`src/rtl/overlap_window_addr_gen.sv`:
```
// Address generator for a circular sample buffer that feeds overlapped
// analysis windows. Window reads restart hop samples after the previous
// window start, so the tail of each window is re-read by the next one.
// Samples from rd_base upward stay protected until the window completes.
module overlap_window_addr_gen #(
   parameter int ADDRWIDTH = 12,
   parameter int WINLOG2   = 11
)(
   input  logic                 clock,
   input  logic                 reset,
   input  logic                 enqueue,
   input  logic                 dequeue,
   input  logic [1:0]           ovl_sel,
   output logic                 full,
   output logic                 empty,
   output logic [ADDRWIDTH-1:0] write_addr,
   output logic [ADDRWIDTH-1:0] read_addr,
   output logic [WINLOG2-1:0]   window_idx,
   output logic                 window_start,
   output logic                 window_last,
   output logic [ADDRWIDTH:0]   level
);

   // Pointers carry one extra bit so full (level == DEPTH) and empty differ.
   localparam int             PW    = ADDRWIDTH + 1;
   localparam logic [WINLOG2:0] WIN = {1'b1, {WINLOG2{1'b0}}};
   localparam logic [PW-1:0]  DEPTH = {1'b1, {ADDRWIDTH{1'b0}}};

   generate
      if (WINLOG2 < 1 || WINLOG2 > ADDRWIDTH) begin : g_bad_param
         $error("overlap_window_addr_gen: need 1 <= WINLOG2 <= ADDRWIDTH");
      end
   endgenerate

   logic [PW-1:0]      r_enq_ptr;
   logic [PW-1:0]      r_rd_base;
   logic [WINLOG2-1:0] r_rd_off;
   logic [WINLOG2:0]   r_hop_q;

   logic [WINLOG2:0]   w_hop_shift;
   logic [WINLOG2:0]   w_hop_next;
   logic [PW-1:0]      w_rd_ptr;
   logic [PW-1:0]      w_level;
   logic               w_enq_ok;
   logic               w_deq_ok;

   // Hop for the next window; shifting past WINLOG2 would give 0, so clamp to 1.
   always_comb begin
      w_hop_shift = WIN >> ovl_sel;
      w_hop_next  = (w_hop_shift == '0) ? (WINLOG2+1)'(1) : w_hop_shift;
   end

   // Zero-latency flags and addresses straight from the registered pointers.
   always_comb begin
      w_rd_ptr     = r_rd_base + PW'(r_rd_off);
      w_level      = r_enq_ptr - r_rd_base;
      full         = (w_level == DEPTH);
      empty        = (r_enq_ptr == w_rd_ptr);
      write_addr   = r_enq_ptr[ADDRWIDTH-1:0];
      read_addr    = w_rd_ptr[ADDRWIDTH-1:0];
      window_idx   = r_rd_off;
      window_start = (r_rd_off == '0);
      window_last  = (r_rd_off == '1);
      level        = w_level;
      w_enq_ok     = enqueue && !full;
      w_deq_ok     = dequeue && !empty;
   end

   // Pointer updates; a completed window releases hop_q samples and latches the next hop.
   always_ff @(posedge clock) begin
      if (reset) begin
         r_enq_ptr <= '0;
         r_rd_base <= '0;
         r_rd_off  <= '0;
         r_hop_q   <= w_hop_next;
      end else begin
         if (w_enq_ok)
            r_enq_ptr <= r_enq_ptr + PW'(1);
         if (w_deq_ok) begin
            if (window_last) begin
               r_rd_off  <= '0;
               r_rd_base <= r_rd_base + PW'(r_hop_q);
               r_hop_q   <= w_hop_next;
            end else begin
               r_rd_off  <= r_rd_off + WINLOG2'(1);
            end
         end
      end
   end

endmodule

```
`config.mk`:
```
export PLATFORM = sky130hd
export DESIGN_NAME = overlap_window_addr_gen
export DESIGN_NICKNAME = d
export VERILOG_FILES = /design/src/rtl/overlap_window_addr_gen.sv
export SDC_FILE = /design/constraint.sdc
export NUM_CORES = 1
export LEC_CHECK = 0
export CAP_MARGIN = 10
export CORE_MARGIN = 2
export CORE_UTILIZATION = 35
export DETAILED_ROUTE_END_ITERATION = 10
export PLACE_DENSITY_LB_ADDON = 0.2
export REMOVE_ABC_BUFFERS = 1
export SYNTH_ARGS = -nofsm -noshare
export SYNTH_HDL_FRONTEND = slang
export SYNTH_SLANG_ARGS = --single-unit
```
`constraint.sdc`:
```
create_clock -name clock -period 6.65 [get_ports clock]
set_input_delay 0.9975 -clock clock [delete_from_list [all_inputs] [get_ports clock]]
set_output_delay 0.9975 -clock clock [all_outputs]
set_load 0.02 [all_outputs]
```
## Word level (Yosys, flattened, before mapping)

Index checks and enable logic that the tools add are counted.

| operators by class | value |
|---|---|
| $add $sub $neg | 5 |
| multiply operators | 0 |
| div/mod/pow operators | 0 |
| order comparisons | 0 |
| eq/ne operators | 3 |
| shifts and indexed selects | 1 |
| muxes and demuxes | 5 |
| bitwise gates (word level) | 0 |
| reductions and logical operators | 10 |

Operators with widths:

| kind | count |
|---|---|
| 12-bit 2-to-1 mux | 4 |
| 13-bit by 1-bit adder with 13-bit output (second input constant) | 1 |
| 13-bit by 11-bit adder with 13-bit output | 1 |
| 13-bit by 12-bit adder with 13-bit output | 1 |
| 13-bit equality test | 1 |
| 13-bit equality test (second input constant) | 1 |
| 13-bit subtractor | 1 |
| 12-bit logical NOT | 1 |
| 12-bit by 2-bit right shift with 12-bit output (first input constant) | 1 |
| 11-bit by 1-bit adder with 11-bit output (second input constant) | 1 |
| 11-bit equality test (second input constant) | 1 |
| 11-bit logical NOT | 1 |
| 11-bit 2-to-1 mux | 1 |
| 2-bit AND reduction | 2 |
| 2-bit nonzero test | 2 |
| 1-bit logical AND | 2 |
| 1-bit logical NOT | 2 |

| storage, ports and cells | value |
|---|---|
| bits in registers | 49 |
| latch bits | 0 |
| memory bits (writable) | 0 |
| bits in read-only memories | 0 |
| output and inout port bits | 52 |
| memories kept | 0 |

## Logic depth before layout (Yosys ltp)

| logic depth | value |
|---|---|
| depth in word-level cells | 6 |
| gate-level depth with buffers | 13 |
| depth with buffers taken out | 11 |

## Worst setup path before layout

OpenSTA, ideal clock, no wires.

| path | value |
|---|---|
| path kind | register to output |
| from | register r_enq_ptr[0] |
| to | output port full |
| data arrival time | 2.896 ns |
| setup slack | 2.756 ns |
| cell stages (with the launch flop) | 10 |
| cell sequence | dfxtp_1 inv_1 ha_1 fa_1 nor2b_1 o31a_1 nor2_1 xnor2_1 a2111o_1 nor4_1 |

| between the ends | value |
|---|---|
| word-level cells in the longest chain between the ends | 2 |

RTL lines:

| what | line | RTL |
|---|---|---|
| start, declared | 35 | `logic [PW-1:0] r_enq_ptr;` |
| start signal, assigned | 78 | `r_enq_ptr <= r_enq_ptr + PW'(1);` |
| 13-bit subtractor | 56 | `w_level = r_enq_ptr - r_rd_base;` |
| named net level[6] | 21 | `output logic [ADDRWIDTH:0] level` |
| 13-bit equality test | 57 | `full = (w_level == DEPTH);` |
| end, declared | 14 | `output logic full,` |

The timed path passes the listed nets, and every way through them passes these cells.

## Worst setup path after layout

| path | value |
|---|---|
| from | register r_rd_off[6], in the netlist window_idx[6] |
| to | output port empty |

| between the ends | value |
|---|---|
| word-level cells in the longest chain between the ends | 2 |

RTL lines:

| what | line | RTL |
|---|---|---|
| start, declared | 37 | `logic [WINLOG2-1:0] r_rd_off;` |
| start signal, assigned | 85 | `r_rd_off <= r_rd_off + WINLOG2'(1);` |
| 13-bit by 11-bit adder with 13-bit output | 55 | `w_rd_ptr = r_rd_base + PW'(r_rd_off);` |
| 13-bit equality test | 58 | `empty = (r_enq_ptr == w_rd_ptr);` |
| end, declared | 15 | `output logic empty,` |

Every way passes these cells.

==> flow_metrics.py <==
metrics = {
    "worst_hold_path": {
        "min_to": "r_enq_ptr[12]$_SDFFE_PP0P_",
        "min_path_type": "reg2reg",
        "worstHoldPathCells": 2,
        "min_from": "r_enq_ptr[12]$_SDFFE_PP0P_",
    },
    "critical_path": {
        "path_class": "reg2out",
        "required_ps": 5650,
        "rrSetupSlack_ps": 2630,
        "r2r_cells": 11,
        "r2r_start": "window_idx[0]$_SDFFE_PP0P_",
        "reg2reg_to": "r_hop_q[0]$_SDFFCE_PN1P_",
        "cp-end-kind": "primary output",
        "crit_fanout": 8,
        "worst_setup_path_start_kind": "register",
        "crit_arrival_ps": 3770,
    },
    "timing": {
        "min_period_over_period_pct": 71.7,
        "hold_viol_final": 0,
        "worst_pin_slew_ps": 1200,
        "hold_slack_ps": 527,
        "final.setup.worst_slack_ps": 1880,
        "slew_headroom_pct": 20.1,
        "rsz0062_at_grt": "no",
        "tns_ps": 0,
        "period_minus_slack_ps": 4770,
        "fin_skew_ps": 8.00,
        "finalMaxSlewViolations": 0,
        "setup_viol": 0,
        "max_freq_mhz": 210,
    },
    "synth": {
        "ys_warn_count": 0,
        "synthFlopType": "dfxtp_1",
        "yosysSeqAreaShare_pct": 20.5,
        "synthArstFlopShare_pct": 0,
        "syn_area_sq_um": 4350,
        "synth_cell_types": 73,
        "netlist_instances": 538,
        "yosys_register_bits": 42,
        "postSynthAreaPerCell_sq_um": 8.09,
        "synth_edf_count": 5,
    },
    "pwr": {
        "power_mw": 0.699,
        "leakage_nw": 2.04,
        "vdd_drop_max_uv": 88.2,
        "power_density_nw_per_um2": 138,
    },
    "clock_tree": {
        "clkTransAtPathRegs_ps": 70,
        "htree_levels": 2,
        "cts_resized": 0,
        "clk_path_buf_depth": 2,
        "clk_latency_ps": 290,
        "cts_buffers": 5,
        "clockRootBuffer": "clkbuf_16",
        "clkSinkCount": 42,
        "cts-hold-fix-buffers": 0,
        "post_cts_buffers": 0,
        "tritoncts": "yes",
    },
    "detailed_routing": {
        "viasPerCell": 5.53,
        "first_iter_violations": 271,
        "drt-total-wl_mm": 12.7,
        "routedWlPerCell_microns": 17.2,
        "drtAntennaViolNets": 0,
        "post-route-drc-count": 0,
        "num_vias": 4068,
        "firstDrtPassIters": 5,
    },
    "layout": {
        "final_common_cell": "clkdlybuf4s50_1",
        "final_area_sq_um": 5070,
        "layout.nets": 607,
        "n_fill_cell": 1233,
        "instances_no_fill": 736,
        "area_growth_pct": 16.4,
        "register_area_sq_um": 891,
        "layout_common_cells": "clkdlybuf4s50_1 (56), nor2_1 (47), dfxtp_1 (37), a21oi_1 (33), ha_1 (32)",
        "drive_gt1_share_pct": 4.58,
        "multi_input_area_sq_um": 3140,
        "antenna_cells": 0,
        "postLayoutCoreUtil_pct": 42.0,
    },
    "global_route": {
        "grtUsageTotal_pct": 19.6,
        "grt_use_met1_pct": 27.9,
        "overflow": 0,
        "grt_busiest_layer": "met2",
        "grt_pass1_vias": 3865,
        "grt_max_degree": 67,
        "grt_antenna_before_repair": 0,
        "met2_usage_pct": 32.2,
        "grt_use_met3_pct": 2.51,
        "grt_pass1_wl_mm": 20.7,
    },
    "placed_design": {
        "port_buffers": 57,
        "gp_congestion": 0.833,
        "post-place-ws_ps": 2210,
        "placed_cells": 728,
        "dpl_cell_area_sq_um": 4920,
        "hpwlAfterDp_mm": 9.94,
    },
    "floorplan": {
        "row_count": 40,
        "dieArea_sq_um": 13300,
        "dieWidth_microns": 116,
        "ios": 58,
        "start_util_pct": 36.1,
        "die_h_microns": 116,
        "core_area_sq_um": 12100,
    },
    "job": {
        "max-cap-violations": 0,
    },
    "run_status": {
        "status": "finished clean",
    },
}
## flip-flops by register name, indices dropped and copies added, names as in the netlist
register and flops:
r_enq_ptr 13, r_hop_q 5, r_rd_base 13, window_idx 11
## how the worst max path moves through the flow
stage                                     from     to  slack [ps]  cells after the start
finish              window_idx[6]$_SDFFE_PP0P_  empty        1880                      9
global route        window_idx[0]$_SDFFE_PP0P_  empty        1630                     11
CTS                 window_idx[6]$_SDFFE_PP0P_  empty        1900                      9
detailed placement  window_idx[6]$_SDFFE_PP0P_  empty        2210                      9
global placement    window_idx[6]$_SDFFE_PP0P_  empty        2330                      9
floorplan            r_enq_ptr[0]$_SDFFE_PP0P_   full        2590                      9
## worst max-delay path: stages (launching register included)
cell and delay (ps):
dfxtp_1 460, ha_1 390, a211oi_1 330, o21ai_0 170, a31o_2 230, o221a_2 260, xnor2_1 210, nor2b_1 550
nor2b_1 250, clkdlybuf4s50_1 620
## cell usage after synthesis (14+ instances only)
cell type | instances | share of area [%]
a21oi_1 | 33 | 3.8
clkbuf_1 | 14 | 1.2
nor2b_1 | 18 | 2.6
nand3_1 | 26 | 3.0
nor2_1 | 47 | 4.1
o21ai_0 | 16 | 1.8
inv_1 | 29 | 2.5
mux2_1 | 15 | 3.9
xnor2_1 | 17 | 3.4
nand2_1 | 24 | 2.1
ha_1 | 32 | 9.2
dfxtp_1 | 37 | 17
## kinds of logic after synthesis
family / share of synthesized area (%)
adder cells (fa/ha/maj): 10.1
AND/OR/NAND/NOR: 26.7
buffers and inverters: 7.33
XOR/XNOR: 8.16
AO/OA/AOI/OAI: 21.2
other: 0.0861
multiplexers: 6.01
flip-flops: 20.5
## final cells by class
| class | count | share of cell area, % |
|---|---|---|
| Sequential cell | 42 | 17.6 |
| Multi-Input combinational cell | 431 | 62.0 |
| Tap cell | 168 | 4.15 |
| Clock buffer | 5 | 2.47 |
| Inverter | 30 | 2.22 |
| Timing Repair Buffer | 57 | 11.2 |
| Clock inverter | 3 | 0.420 |
## where the power goes
part | leakage [nW] | switching (mW) | internal [mW]
clock | 0.0698 | 0.112 | 0.139
sequential | 0.347 | 0.00778 | 0.263
combinational | 1.63 | 0.105 | 0.0715
## metal layers
layer,share of wire (%),vias up,routed length [microns]
li1,-,2023,-
met1,50,1943,6280
met2,46,95,5780
met3,4.0,7,504
met4,0.71,0,90
met5,0,-,0
Power figures use the tool's default switching activity.
